--- src/rtl/bcd_score_display.sv ---
// bcd_score_display: N-digit BCD score counter with registered 7-segment decode.
// Segments are active-low and ordered {A,B,C,D,E,F,G} within each 7-bit slice.
// Optional feature macro: HIGH_SCORE_EN adds a high-score register and the
// HS_SEG port. Without it the high-score register and HS_SEG do not exist.
module bcd_score_display #(
  parameter int DIGITS   = 2,
  parameter int SATURATE = 1
) (
  input  logic                  CLK,
  input  logic                  RST_N,
  input  logic                  INC,
  input  logic                  CLR,
  output logic [7*DIGITS-1:0]   SEG,
  output logic [4*DIGITS-1:0]   COUNT,
  output logic                  MAXED
`ifdef HIGH_SCORE_EN
  ,
  output logic [7*DIGITS-1:0]   HS_SEG
`endif
);

  localparam logic [4*DIGITS-1:0] ALL_NINES = {DIGITS{4'h9}};
  localparam logic [7*DIGITS-1:0] SEG_ZEROS = {DIGITS{7'b0000001}};

  logic                 inc_q;
  logic                 inc_ev;
  logic                 carry;
  logic [4*DIGITS-1:0]  count_inc;
  logic [4*DIGITS-1:0]  count_nxt;
  logic [7*DIGITS-1:0]  seg_dec;

  // BCD digit to active-low {A,B,C,D,E,F,G}
  function automatic logic [6:0] seg_decode(input logic [3:0] d);
    case (d)
      4'd0:    seg_decode = 7'b0000001;
      4'd1:    seg_decode = 7'b1001111;
      4'd2:    seg_decode = 7'b0010010;
      4'd3:    seg_decode = 7'b0000110;
      4'd4:    seg_decode = 7'b1001100;
      4'd5:    seg_decode = 7'b0100100;
      4'd6:    seg_decode = 7'b0100000;
      4'd7:    seg_decode = 7'b0001111;
      4'd8:    seg_decode = 7'b0000000;
      4'd9:    seg_decode = 7'b0000100;
      default: seg_decode = 7'b1111111;
    endcase
  endfunction

  assign inc_ev = INC & ~inc_q;

  // Ripple the +1 through the digits: a digit advances only while every lower digit was 9
  always_comb begin
    count_inc = COUNT;
    carry     = 1'b1;
    for (int unsigned i = 0; i < DIGITS; i++) begin
      if (carry) begin
        if (COUNT[4*i +: 4] == 4'd9) begin
          count_inc[4*i +: 4] = 4'd0;
        end else begin
          count_inc[4*i +: 4] = COUNT[4*i +: 4] + 4'd1;
          carry               = 1'b0;
        end
      end
    end
  end

  // Next count: clear wins, then increment event; all-9s either holds or wraps to 0
  always_comb begin
    count_nxt = COUNT;
    if (CLR) begin
      count_nxt = '0;
    end else if (inc_ev) begin
      if ((COUNT == ALL_NINES) && (SATURATE != 0)) begin
        count_nxt = COUNT;
      end else begin
        count_nxt = count_inc;
      end
    end
  end

  // Per-digit decode of the current count
  always_comb begin
    seg_dec = '0;
    for (int unsigned i = 0; i < DIGITS; i++) begin
      seg_dec[7*i +: 7] = seg_decode(COUNT[4*i +: 4]);
    end
  end

  // Count, edge-detect history and MAXED flag
  always_ff @(posedge CLK or negedge RST_N) begin
    if (!RST_N) begin
      inc_q <= 1'b0;
      COUNT <= '0;
      MAXED <= 1'b0;
    end else begin
      inc_q <= INC;
      COUNT <= count_nxt;
      MAXED <= (count_nxt == ALL_NINES);
    end
  end

  // Segment outputs trail COUNT by one cycle
  always_ff @(posedge CLK or negedge RST_N) begin
    if (!RST_N) begin
      SEG <= SEG_ZEROS;
    end else begin
      SEG <= seg_dec;
    end
  end

`ifdef HIGH_SCORE_EN
  logic [4*DIGITS-1:0] hs_q;
  logic [7*DIGITS-1:0] hs_dec;

  // Per-digit decode of the high score
  always_comb begin
    hs_dec = '0;
    for (int unsigned i = 0; i < DIGITS; i++) begin
      hs_dec[7*i +: 7] = seg_decode(hs_q[4*i +: 4]);
    end
  end

  // High score captures the pre-clear count; packed BCD compares correctly as binary
  always_ff @(posedge CLK or negedge RST_N) begin
    if (!RST_N) begin
      hs_q <= '0;
    end else if (CLR && (COUNT > hs_q)) begin
      hs_q <= COUNT;
    end
  end

  // High-score segments trail hs by one cycle
  always_ff @(posedge CLK or negedge RST_N) begin
    if (!RST_N) begin
      HS_SEG <= SEG_ZEROS;
    end else begin
      HS_SEG <= hs_dec;
    end
  end
`endif

endmodule

--- config.mk ---
export PLATFORM = sky130hd
export DESIGN_NAME = bcd_score_display
export DESIGN_NICKNAME = d
export VERILOG_FILES = /design/src/rtl/bcd_score_display.sv
export SDC_FILE = /design/constraint.sdc
export NUM_CORES = 1
export LEC_CHECK = 0
export ABC_CLOCK_PERIOD_IN_PS = 3150
export CAP_MARGIN = 5
export CELL_PAD_IN_SITES_DETAIL_PLACEMENT = 1
export CELL_PAD_IN_SITES_GLOBAL_PLACEMENT = 2
export CORE_UTILIZATION = 34
export CTS_BUF_LIST = sky130_fd_sc_hd__clkbuf_4
export DETAILED_ROUTE_END_ITERATION = 8
export PLACE_DENSITY = 0.95
export SETUP_SLACK_MARGIN = 0.2
export SLEW_MARGIN = 20
export SYNTH_ARGS = -nofsm -noshare
export SYNTH_HDL_FRONTEND = slang
export SYNTH_SLANG_ARGS = --single-unit
--- constraint.sdc ---
create_clock -name CLK -period 3.15 [get_ports CLK]
set_input_delay 0.63 -clock CLK [delete_from_list [all_inputs] [get_ports CLK]]
set_output_delay 0.63 -clock CLK [all_outputs]
set_load 0.03 [all_outputs]
==> results of run 1 <==
[cells by family (layout without fill, tap and decap cells)]
logic type,after synthesis,after routing
AO/OA/AOI/OAI,33,33
buffers and inverters,15,38
multiplexers,2,2
XOR/XNOR,1,1
flip-flops,24,24
adder cells (fa/ha/maj),10,10
AND/OR/NAND/NOR,56,56
[area by class of cell]
cell class              instances  area [um^2]
fillers                       439         2060
multi-input cells             102          643
flip-flops and latches         24          603
repair buffers                 27          268
well taps                      48         60.1
inverters                       8         30.0
clock buffers                   3         22.5
[worst reg2reg max path: stages, from the launching register on]
cell	delay [ns]
sky130_fd_sc_hd__dfrtp_1	0.52
sky130_fd_sc_hd__inv_1	0.19
sky130_fd_sc_hd__ha_1	0.25
sky130_fd_sc_hd__and3b_1	0.31
sky130_fd_sc_hd__nand3_1	0.16
sky130_fd_sc_hd__o311a_1	0.34
sky130_fd_sc_hd__nor4_2	0.20
[power by group]
part	switching [uW]	internal, uW
Sequential	5.11	315
Combinational	35.9	22.4
Clock	88.8	44.8
[state kept, by name, summed over array words and instances (netlist names)]
register,flops
inc_q,1
MAXED,1
SEG,14
COUNT,8
[layout by cell type, fill, tap and decap left out, drive strengths merged, types with 2 or more instances in the layout]
| master | netlist | layout |
|---|---|---|
| clkdlybuf4s50 | 0 | 26 |
| dfrtp | 22 | 22 |
| nor2 | 20 | 20 |
| a21oi | 14 | 14 |
| nand2 | 12 | 12 |
| ha | 10 | 10 |
| inv | 8 | 8 |
| o21ai | 6 | 6 |
| nand3b | 3 | 3 |
| nand2b | 3 | 3 |
| clkbuf | 2 | 3 |
| dfstp | 2 | 2 |
| and3b | 2 | 2 |
| nand3 | 2 | 2 |
| mux2i | 2 | 2 |
| and3 | 2 | 2 |
| nand4 | 2 | 2 |
| o21a | 2 | 2 |
| a32oi | 2 | 2 |
| nor3 | 2 | 2 |
| a31oi | 2 | 2 |
| nor4 | 2 | 2 |
| or2 | 2 | 2 |
[per-stage QoR]
| step | worst slack, ns | std cells | hold slack, ns | util |
|---|---|---|---|---|
| after CTS | 0.775 | 212 | 0.654 | 0.441 |
| after detailed placement | 0.664 | 209 | 0.670 | 0.435 |
| after global routing | 0.712 | 212 | 0.667 | 0.441 |
| after floorplan | 1.18 | 141 | 0.334 | - |
| after global placement | 0.783 | 209 | 0.678 | 0.435 |
| final | 0.779 | 212 | 0.655 | 0.441 |
[worst min-delay path by stage]
stage	start	endpoint	slack (ns)
after detailed placement	COUNT[5]	SEG[12]	0.67
after global routing	RST_N	SEG[9]	0.67
after CTS	RST_N	SEG[9]	0.65
after floorplan	RST_N	COUNT[0]	0.33
after global placement	COUNT[5]	SEG[12]	0.68
final	RST_N	SEG[9]	0.65
[per-layer routing]
metal,vias up,share of wire,track usage
met1,526,0.43,0.198
met5,-,0,0
met2,26,0.51,0.280
li1,534,-,-
met4,0,0.030,0.0972
met3,8,0.024,0.0143
==> flow_results.xml, run 1 <==
<?xml version="1.0" encoding="UTF-8"?>
<metrics>
  <group name="die">
    <metric name="core-area" unit="um^2">3690</metric>
    <metric name="die_w" unit="um">64.3</metric>
    <metric name="die_area" unit="um^2">4140</metric>
    <metric name="placement_rows" unit="">22</metric>
    <metric name="boundaryPins" unit="">27</metric>
    <metric name="die_height" unit="um">64.3</metric>
    <metric name="initial_core_util" unit="">0.358</metric>
  </group>
  <group name="routing">
    <metric name="detailedRoute.firstIterationViolations" unit="">17</metric>
    <metric name="drt_pre_antenna_iters" unit="">4</metric>
    <metric name="wl_per_cell" unit="um">14.2</metric>
    <metric name="via_per_inst" unit="">5.16</metric>
    <metric name="route.antenna.remaining_nets" unit="">0</metric>
    <metric name="wirelength" unit="um">3010</metric>
    <metric name="dr_total_vias" unit="">1094</metric>
    <metric name="detail_route.drc_violations" unit="">0</metric>
  </group>
  <group name="critical_path">
    <metric name="timing.critical_path.cells" unit="">clkdlybuf4s50_1</metric>
    <metric name="timing.critical_path.fanout_max" unit="">15</metric>
    <metric name="critical_path.endpoint_type" unit="">output port</metric>
    <metric name="cp.depth" unit="">1</metric>
    <metric name="setup.worst_path.class" unit="">register to output port</metric>
    <metric name="cp_num_buf_inv" unit="">1</metric>
    <metric name="cp_data_arrival_time" unit="ns">1.74</metric>
    <metric name="regToRegEndpoint" unit="">MAXED</metric>
    <metric name="library_cell_contributing_the_largest_single_delay_on_the_critical_path" unit="">sky130_fd_sc_hd__clkdlybuf4s50_1</metric>
    <metric name="worstSetupStartpoint" unit="">COUNT[7]</metric>
    <metric name="worst_setup_endpoint" unit="">COUNT[7]</metric>
    <metric name="r2r_setup_slack" unit="ns">1.11</metric>
    <metric name="worst_path_largest_cell_delay" unit="ns">0.77</metric>
    <metric name="rr_worst_depth" unit="">6</metric>
    <metric name="critical_path_required" unit="ns">2.52</metric>
    <metric name="cp_top_family" unit="">buffers and inverters</metric>
    <metric name="critical_path.startpoint_type" unit="">register</metric>
    <metric name="timing.rr.start" unit="">COUNT[1]</metric>
  </group>
  <group name="final_layout">
    <metric name="antenna_diodes" unit="">0</metric>
    <metric name="final_area" unit="um^2">1630</metric>
    <metric name="area_growth_from_synthesis_to_final_layout" unit="%">23.2</metric>
    <metric name="number_of_nets_in_the_finished_design" unit="">180</metric>
    <metric name="drive_above_1_share" unit="">0.0488</metric>
  </group>
  <group name="placed_design">
    <metric name="globalplace.congestion" unit="">0.796</metric>
    <metric name="port_buffers" unit="">26</metric>
    <metric name="postPlaceCellArea" unit="um^2">1600</metric>
    <metric name="dp_hpwl" unit="um">2310</metric>
  </group>
  <group name="synth">
    <metric name="synth_xor_xnor_area_share" unit="">0.00664</metric>
    <metric name="dominant_combinational_cell_family_by_area_after_synthesis" unit="">simple AND/OR/NAND/NOR gates</metric>
    <metric name="synth_largest_type_area_fraction" unit="">0.417</metric>
    <metric name="post_synth_mux_area_share" unit="">0.0152</metric>
    <metric name="number_of_distinct_library_cells_after_synthesis" unit="">42</metric>
    <metric name="synth_enable_flop_cells" unit="">0</metric>
    <metric name="post_synth_and_or_nand_nor_area_fraction" unit="">0.215</metric>
    <metric name="post_synth.cell_area_avg" unit="um^2">9.36</metric>
    <metric name="post_synthesis_compound_gate_area_fraction" unit="">0.155</metric>
    <metric name="postSynthNetCount" unit="">155</metric>
    <metric name="yosys_register_bits" unit="">24</metric>
    <metric name="synth.top_cells.by_count" unit="">sky130_fd_sc_hd__dfrtp_1, sky130_fd_sc_hd__nor2_1, sky130_fd_sc_hd__a21oi_1, sky130_fd_sc_hd__nand2_1, sky130_fd_sc_hd__ha_1</metric>
    <metric name="synthesis.instances" unit="">141</metric>
    <metric name="yosysSeqAreaShare" unit="">0.457</metric>
    <metric name="synth_ff_type" unit="">sky130_fd_sc_hd__dfrtp_1</metric>
    <metric name="yosysTopAreaCell" unit="">sky130_fd_sc_hd__dfrtp_1</metric>
    <metric name="synth_adder_area_share" unit="">0.0948</metric>
    <metric name="netlist_top_cells_area" unit="">sky130_fd_sc_hd__dfrtp_1, sky130_fd_sc_hd__ha_1, sky130_fd_sc_hd__nor2_1, sky130_fd_sc_hd__a21oi_1, sky130_fd_sc_hd__dfstp_2</metric>
    <metric name="ys_warn_count" unit="">0</metric>
    <metric name="netlist_area" unit="um^2">1320</metric>
    <metric name="synth_most_common_cell" unit="">sky130_fd_sc_hd__dfrtp_1</metric>
    <metric name="async_reset_ff_frac" unit="">1.00</metric>
  </group>
  <group name="clock_network">
    <metric name="clk_pin_slew" unit="ns">0.13</metric>
    <metric name="cts_root_buffer" unit="">sky130_fd_sc_hd__clkbuf_4</metric>
    <metric name="cts_buffers" unit="">3</metric>
    <metric name="htree_num_levels" unit="">1</metric>
    <metric name="postCtsHoldBufs" unit="">0</metric>
    <metric name="clkSinkCount" unit="">24</metric>
    <metric name="worst_skew_pair.late_latency" unit="ns">0.31</metric>
    <metric name="cts_buffer_depth" unit="">2</metric>
    <metric name="post_cts.repair.setup_buffers" unit="">0</metric>
    <metric name="tritoncts" unit="">done</metric>
    <metric name="cts_resized" unit="">0</metric>
  </group>
  <group name="timing">
    <metric name="slew_headroom" unit="">0.671</metric>
    <metric name="post-route-min-period" unit="ns">2.37</metric>
    <metric name="number_of_failing_hold_endpoints_at_the_final_stage" unit="">0</metric>
    <metric name="tns" unit="ns">0</metric>
    <metric name="finalSetupViolCount" unit="">0</metric>
    <metric name="max_freq" unit="GHz">0.422</metric>
    <metric name="max_slew.worst_pin.slew" unit="ns">0.493</metric>
    <metric name="finalMaxSlewViolations" unit="">0</metric>
    <metric name="rsz0062_at_grt" unit="">false</metric>
    <metric name="min_period_over_period" unit="">0.753</metric>
    <metric name="post_route_skew" unit="ns">0.00570</metric>
  </group>
  <group name="worst_hold_path">
    <metric name="hold_path_class" unit="">primary input to asynchronous set/reset pin</metric>
  </group>
  <group name="global_routing">
    <metric name="global_route.overflow_total" unit="">0</metric>
    <metric name="grt_start_max_net_pins" unit="">25</metric>
    <metric name="gr-usage-all-layers" unit="">0.164</metric>
    <metric name="antenna_found_initial" unit="">0</metric>
    <metric name="number_of_global_route_vias_before_repair" unit="">1086</metric>
    <metric name="grt_first_pass_wirelength" unit="um">5110</metric>
  </group>
  <group name="pwr">
    <metric name="power_per_cell_area" unit="nW/um^2">315</metric>
    <metric name="power.leakage" unit="uW">0.000710</metric>
    <metric name="report.power.total" unit="uW">512</metric>
    <metric name="max-vdd-ir-drop" unit="mV">0.169</metric>
  </group>
  <group name="status">
    <metric name="status" unit="">finished clean</metric>
  </group>
  <group name="flow_run">
    <metric name="cap_violations" unit="">0</metric>
  </group>
</metrics>
Note: power is estimated with default switching activity, not from simulation.
==> inputs of run 2 (changes only) <==
Settings changed: ABC_CLOCK_PERIOD_IN_PS 3150 to 2100, CORE_UTILIZATION 34 to 29, PLACE_DENSITY 0.95 to 0.88.
Clock period 3.15 ns to 2.1 ns, I/O delays scaled along.
==> flow_results.xml, run 2 (synthesized netlist as in run 1, its figures left out) <==
<?xml version="1.0" encoding="UTF-8"?>
<metrics>
  <group name="status">
    <metric name="status" unit="">finished clean</metric>
  </group>
  <group name="critical_path">
    <metric name="rr_worst_depth" unit="">6</metric>
    <metric name="worst_path_largest_cell_delay" unit="ns">0.44</metric>
    <metric name="cp_data_arrival_time" unit="ns">2.05</metric>
    <metric name="cp_num_buf_inv" unit="">1</metric>
    <metric name="timing.rr.start" unit="">COUNT[1]</metric>
    <metric name="cp.depth" unit="">6</metric>
    <metric name="regToRegEndpoint" unit="">MAXED</metric>
    <metric name="library_cell_contributing_the_largest_single_delay_on_the_critical_path" unit="">sky130_fd_sc_hd__dfrtp_2</metric>
    <metric name="worstSetupStartpoint" unit="">COUNT[1]</metric>
    <metric name="critical_path.startpoint_type" unit="">register</metric>
    <metric name="cp_top_family" unit="">simple AND/OR/NAND/NOR gates</metric>
    <metric name="critical_path_required" unit="ns">2.34</metric>
    <metric name="r2r_setup_slack" unit="ns">0.29</metric>
    <metric name="critical_path.endpoint_type" unit="">register</metric>
    <metric name="worst_setup_endpoint" unit="">MAXED</metric>
    <metric name="timing.critical_path.cells" unit="">inv_2 &gt; ha_2 &gt; and3b_2 &gt; nand3_1 &gt; o311a_1 &gt; nor4_2</metric>
    <metric name="setup.worst_path.class" unit="">register to register</metric>
    <metric name="timing.critical_path.fanout_max" unit="">6</metric>
  </group>
  <group name="global_routing">
    <metric name="global_route.overflow_total" unit="">0</metric>
    <metric name="gr-max-usage-layer" unit="">met2</metric>
    <metric name="antenna_found_initial" unit="">0</metric>
    <metric name="grt_start_max_net_pins" unit="">25</metric>
    <metric name="number_of_global_route_vias_before_repair" unit="">1256</metric>
    <metric name="global_route.usage.met3" unit="">0.0363</metric>
    <metric name="gr-usage-all-layers" unit="">0.154</metric>
    <metric name="grt_first_pass_wirelength" unit="um">6010</metric>
    <metric name="grt_util_met1" unit="">0.188</metric>
    <metric name="use_met2" unit="">0.276</metric>
  </group>
  <group name="die">
    <metric name="placement_rows" unit="">24</metric>
    <metric name="boundaryPins" unit="">27</metric>
    <metric name="initial_core_util" unit="">0.303</metric>
    <metric name="die_height" unit="um">69.5</metric>
    <metric name="core-area" unit="um^2">4350</metric>
    <metric name="die_area" unit="um^2">4830</metric>
    <metric name="die_w" unit="um">69.5</metric>
  </group>
  <group name="clock_network">
    <metric name="cts_buffers" unit="">3</metric>
    <metric name="cts_root_buffer" unit="">sky130_fd_sc_hd__clkbuf_4</metric>
    <metric name="clkSinkCount" unit="">24</metric>
    <metric name="htree_num_levels" unit="">1</metric>
    <metric name="clk_pin_slew" unit="ns">0.14</metric>
    <metric name="cts_buffer_depth" unit="">2</metric>
    <metric name="tritoncts" unit="">done</metric>
    <metric name="post_cts.repair.setup_buffers" unit="">0</metric>
    <metric name="cts_resized" unit="">10</metric>
    <metric name="postCtsHoldBufs" unit="">0</metric>
    <metric name="worst_skew_pair.late_latency" unit="ns">0.33</metric>
  </group>
  <group name="placed_design">
    <metric name="dp_hpwl" unit="um">2480</metric>
    <metric name="port_buffers" unit="">26</metric>
    <metric name="dpl.cell_count" unit="">220</metric>
    <metric name="postPlaceCellArea" unit="um^2">1660</metric>
    <metric name="globalplace.congestion" unit="">0.819</metric>
  </group>
  <group name="timing">
    <metric name="post_route_skew" unit="ns">0.00881</metric>
    <metric name="slew_headroom" unit="">0.750</metric>
    <metric name="finalSetupViolCount" unit="">0</metric>
    <metric name="rsz0062_at_grt" unit="">false</metric>
    <metric name="max_slew.worst_pin.slew" unit="ns">0.374</metric>
    <metric name="post-route-min-period" unit="ns">1.81</metric>
    <metric name="max_freq" unit="GHz">0.553</metric>
    <metric name="min_period_over_period" unit="">0.861</metric>
    <metric name="tns" unit="ns">0</metric>
    <metric name="finalMaxSlewViolations" unit="">0</metric>
    <metric name="number_of_failing_hold_endpoints_at_the_final_stage" unit="">0</metric>
  </group>
  <group name="pwr">
    <metric name="power.leakage" unit="uW">0.000794</metric>
    <metric name="power_frac_clock" unit="">0.289</metric>
    <metric name="switchingPower" unit="uW">211</metric>
    <metric name="intPower" unit="uW">597</metric>
    <metric name="max-vdd-ir-drop" unit="mV">0.322</metric>
    <metric name="power.sequential.fraction" unit="">0.592</metric>
    <metric name="sw_frac_of_total" unit="">0.261</metric>
    <metric name="power_per_cell_area" unit="nW/um^2">475</metric>
    <metric name="power_share_of_the_combinational_group" unit="">0.119</metric>
  </group>
  <group name="routing">
    <metric name="drt_pre_antenna_iters" unit="">4</metric>
    <metric name="via_per_inst" unit="">5.11</metric>
    <metric name="dr_total_vias" unit="">1145</metric>
    <metric name="route.antenna.remaining_nets" unit="">0</metric>
    <metric name="detailedRoute.firstIterationViolations" unit="">56</metric>
    <metric name="wirelength" unit="um">3410</metric>
    <metric name="wl_per_cell" unit="um">15.2</metric>
    <metric name="detail_route.drc_violations" unit="">0</metric>
  </group>
  <group name="final_layout">
    <metric name="antenna_diodes" unit="">0</metric>
    <metric name="mostFrequentLayoutCell" unit="">sky130_fd_sc_hd__nor2_1</metric>
    <metric name="number_of_nets_in_the_finished_design" unit="">187</metric>
    <metric name="top_register" unit="">SEG</metric>
    <metric name="largest_reg_flops" unit="">14</metric>
    <metric name="largestRegisters" unit="">SEG (14), COUNT (8)</metric>
    <metric name="final_cells" unit="">224</metric>
    <metric name="drive_above_1_share" unit="">0.145</metric>
    <metric name="layout_common_cells" unit="">sky130_fd_sc_hd__nor2_1, sky130_fd_sc_hd__dfrtp_1, sky130_fd_sc_hd__clkdlybuf4s50_1</metric>
    <metric name="final_area" unit="um^2">1700</metric>
    <metric name="area_growth_from_synthesis_to_final_layout" unit="%">28.9</metric>
  </group>
  <group name="worst_hold_path">
    <metric name="hold_path_class" unit="">primary input to asynchronous set/reset pin</metric>
  </group>
  <group name="flow_run">
    <metric name="cap_violations" unit="">0</metric>
  </group>
</metrics>
[run 2: area by class of cell]
class | count | area [um^2]
Sequential cell | 24 | 607
Clock buffer | 4 | 30.0
Inverter | 8 | 30.0
Fill cell | 526 | 2650
Multi-Input combinational cell | 102 | 657
Timing Repair Buffer | 34 | 313
Tap cell | 52 | 65.1
[run 2: power by group through the flow]
stage | Clock (uW) | Sequential [uW] | Combinational [uW]
final | 234 | 478 | 96.6
after floorplan | 0 | 506 | 29.6
after CTS | 251 | 479 | 97.4
after detailed placement | 0 | 487 | 98.3
after global routing | 263 | 480 | 107
after global placement | 0 | 486 | 96.8
[run 2: routing by layer]
metal / wire length [um] / up-vias
li1: - / 549
met1: 1480 / 564
met2: 1760 / 28
met3: 143 / 4
met4: 17 / 0
met5: 0 / -
[run 2: how the worst min path moves through the flow]
| stage | start | to | slack [ns] | cells after the start |
|---|---|---|---|---|
| final | RST_N | SEG[4] | 0.45 | 2 |
| after global routing | RST_N | SEG[2] | 0.49 | 2 |
| after CTS | RST_N | SEG[4] | 0.46 | 2 |
| after detailed placement | COUNT[7] | SEG[9] | 0.67 | 2 |
| after global placement | COUNT[7] | SEG[9] | 0.66 | 2 |
| after floorplan | RST_N | COUNT[0] | 0.12 | 0 |
[run 2: per-stage QoR]
stage / total power (uW) / utilization / worst slack (ns) / hold WS [ns]
floorplan: 535 / - / 0.261 / 0.124
global placement: 583 / 0.382 / 0.124 / 0.663
detailed placement: 585 / 0.382 / 0.0641 / 0.669
CTS: 827 / 0.387 / 0.107 / 0.456
global route: 850 / 0.391 / 0.203 / 0.485
finish: 808 / 0.391 / 0.293 / 0.448
[run 2: worst register-to-register path: stages (launching register included)]
cell,delay (ns)
sky130_fd_sc_hd__dfrtp_2,0.44
sky130_fd_sc_hd__inv_2,0.11
sky130_fd_sc_hd__ha_2,0.23
sky130_fd_sc_hd__and3b_2,0.26
sky130_fd_sc_hd__nand3_1,0.15
sky130_fd_sc_hd__o311a_1,0.33
sky130_fd_sc_hd__nor4_2,0.20
==> inputs of run 3 (changes only) <==
Settings changed: SLEW_MARGIN 20 to not set.
==> results of run 3 <==
The final DEF is identical to that of run 2; final timing and power are the same.
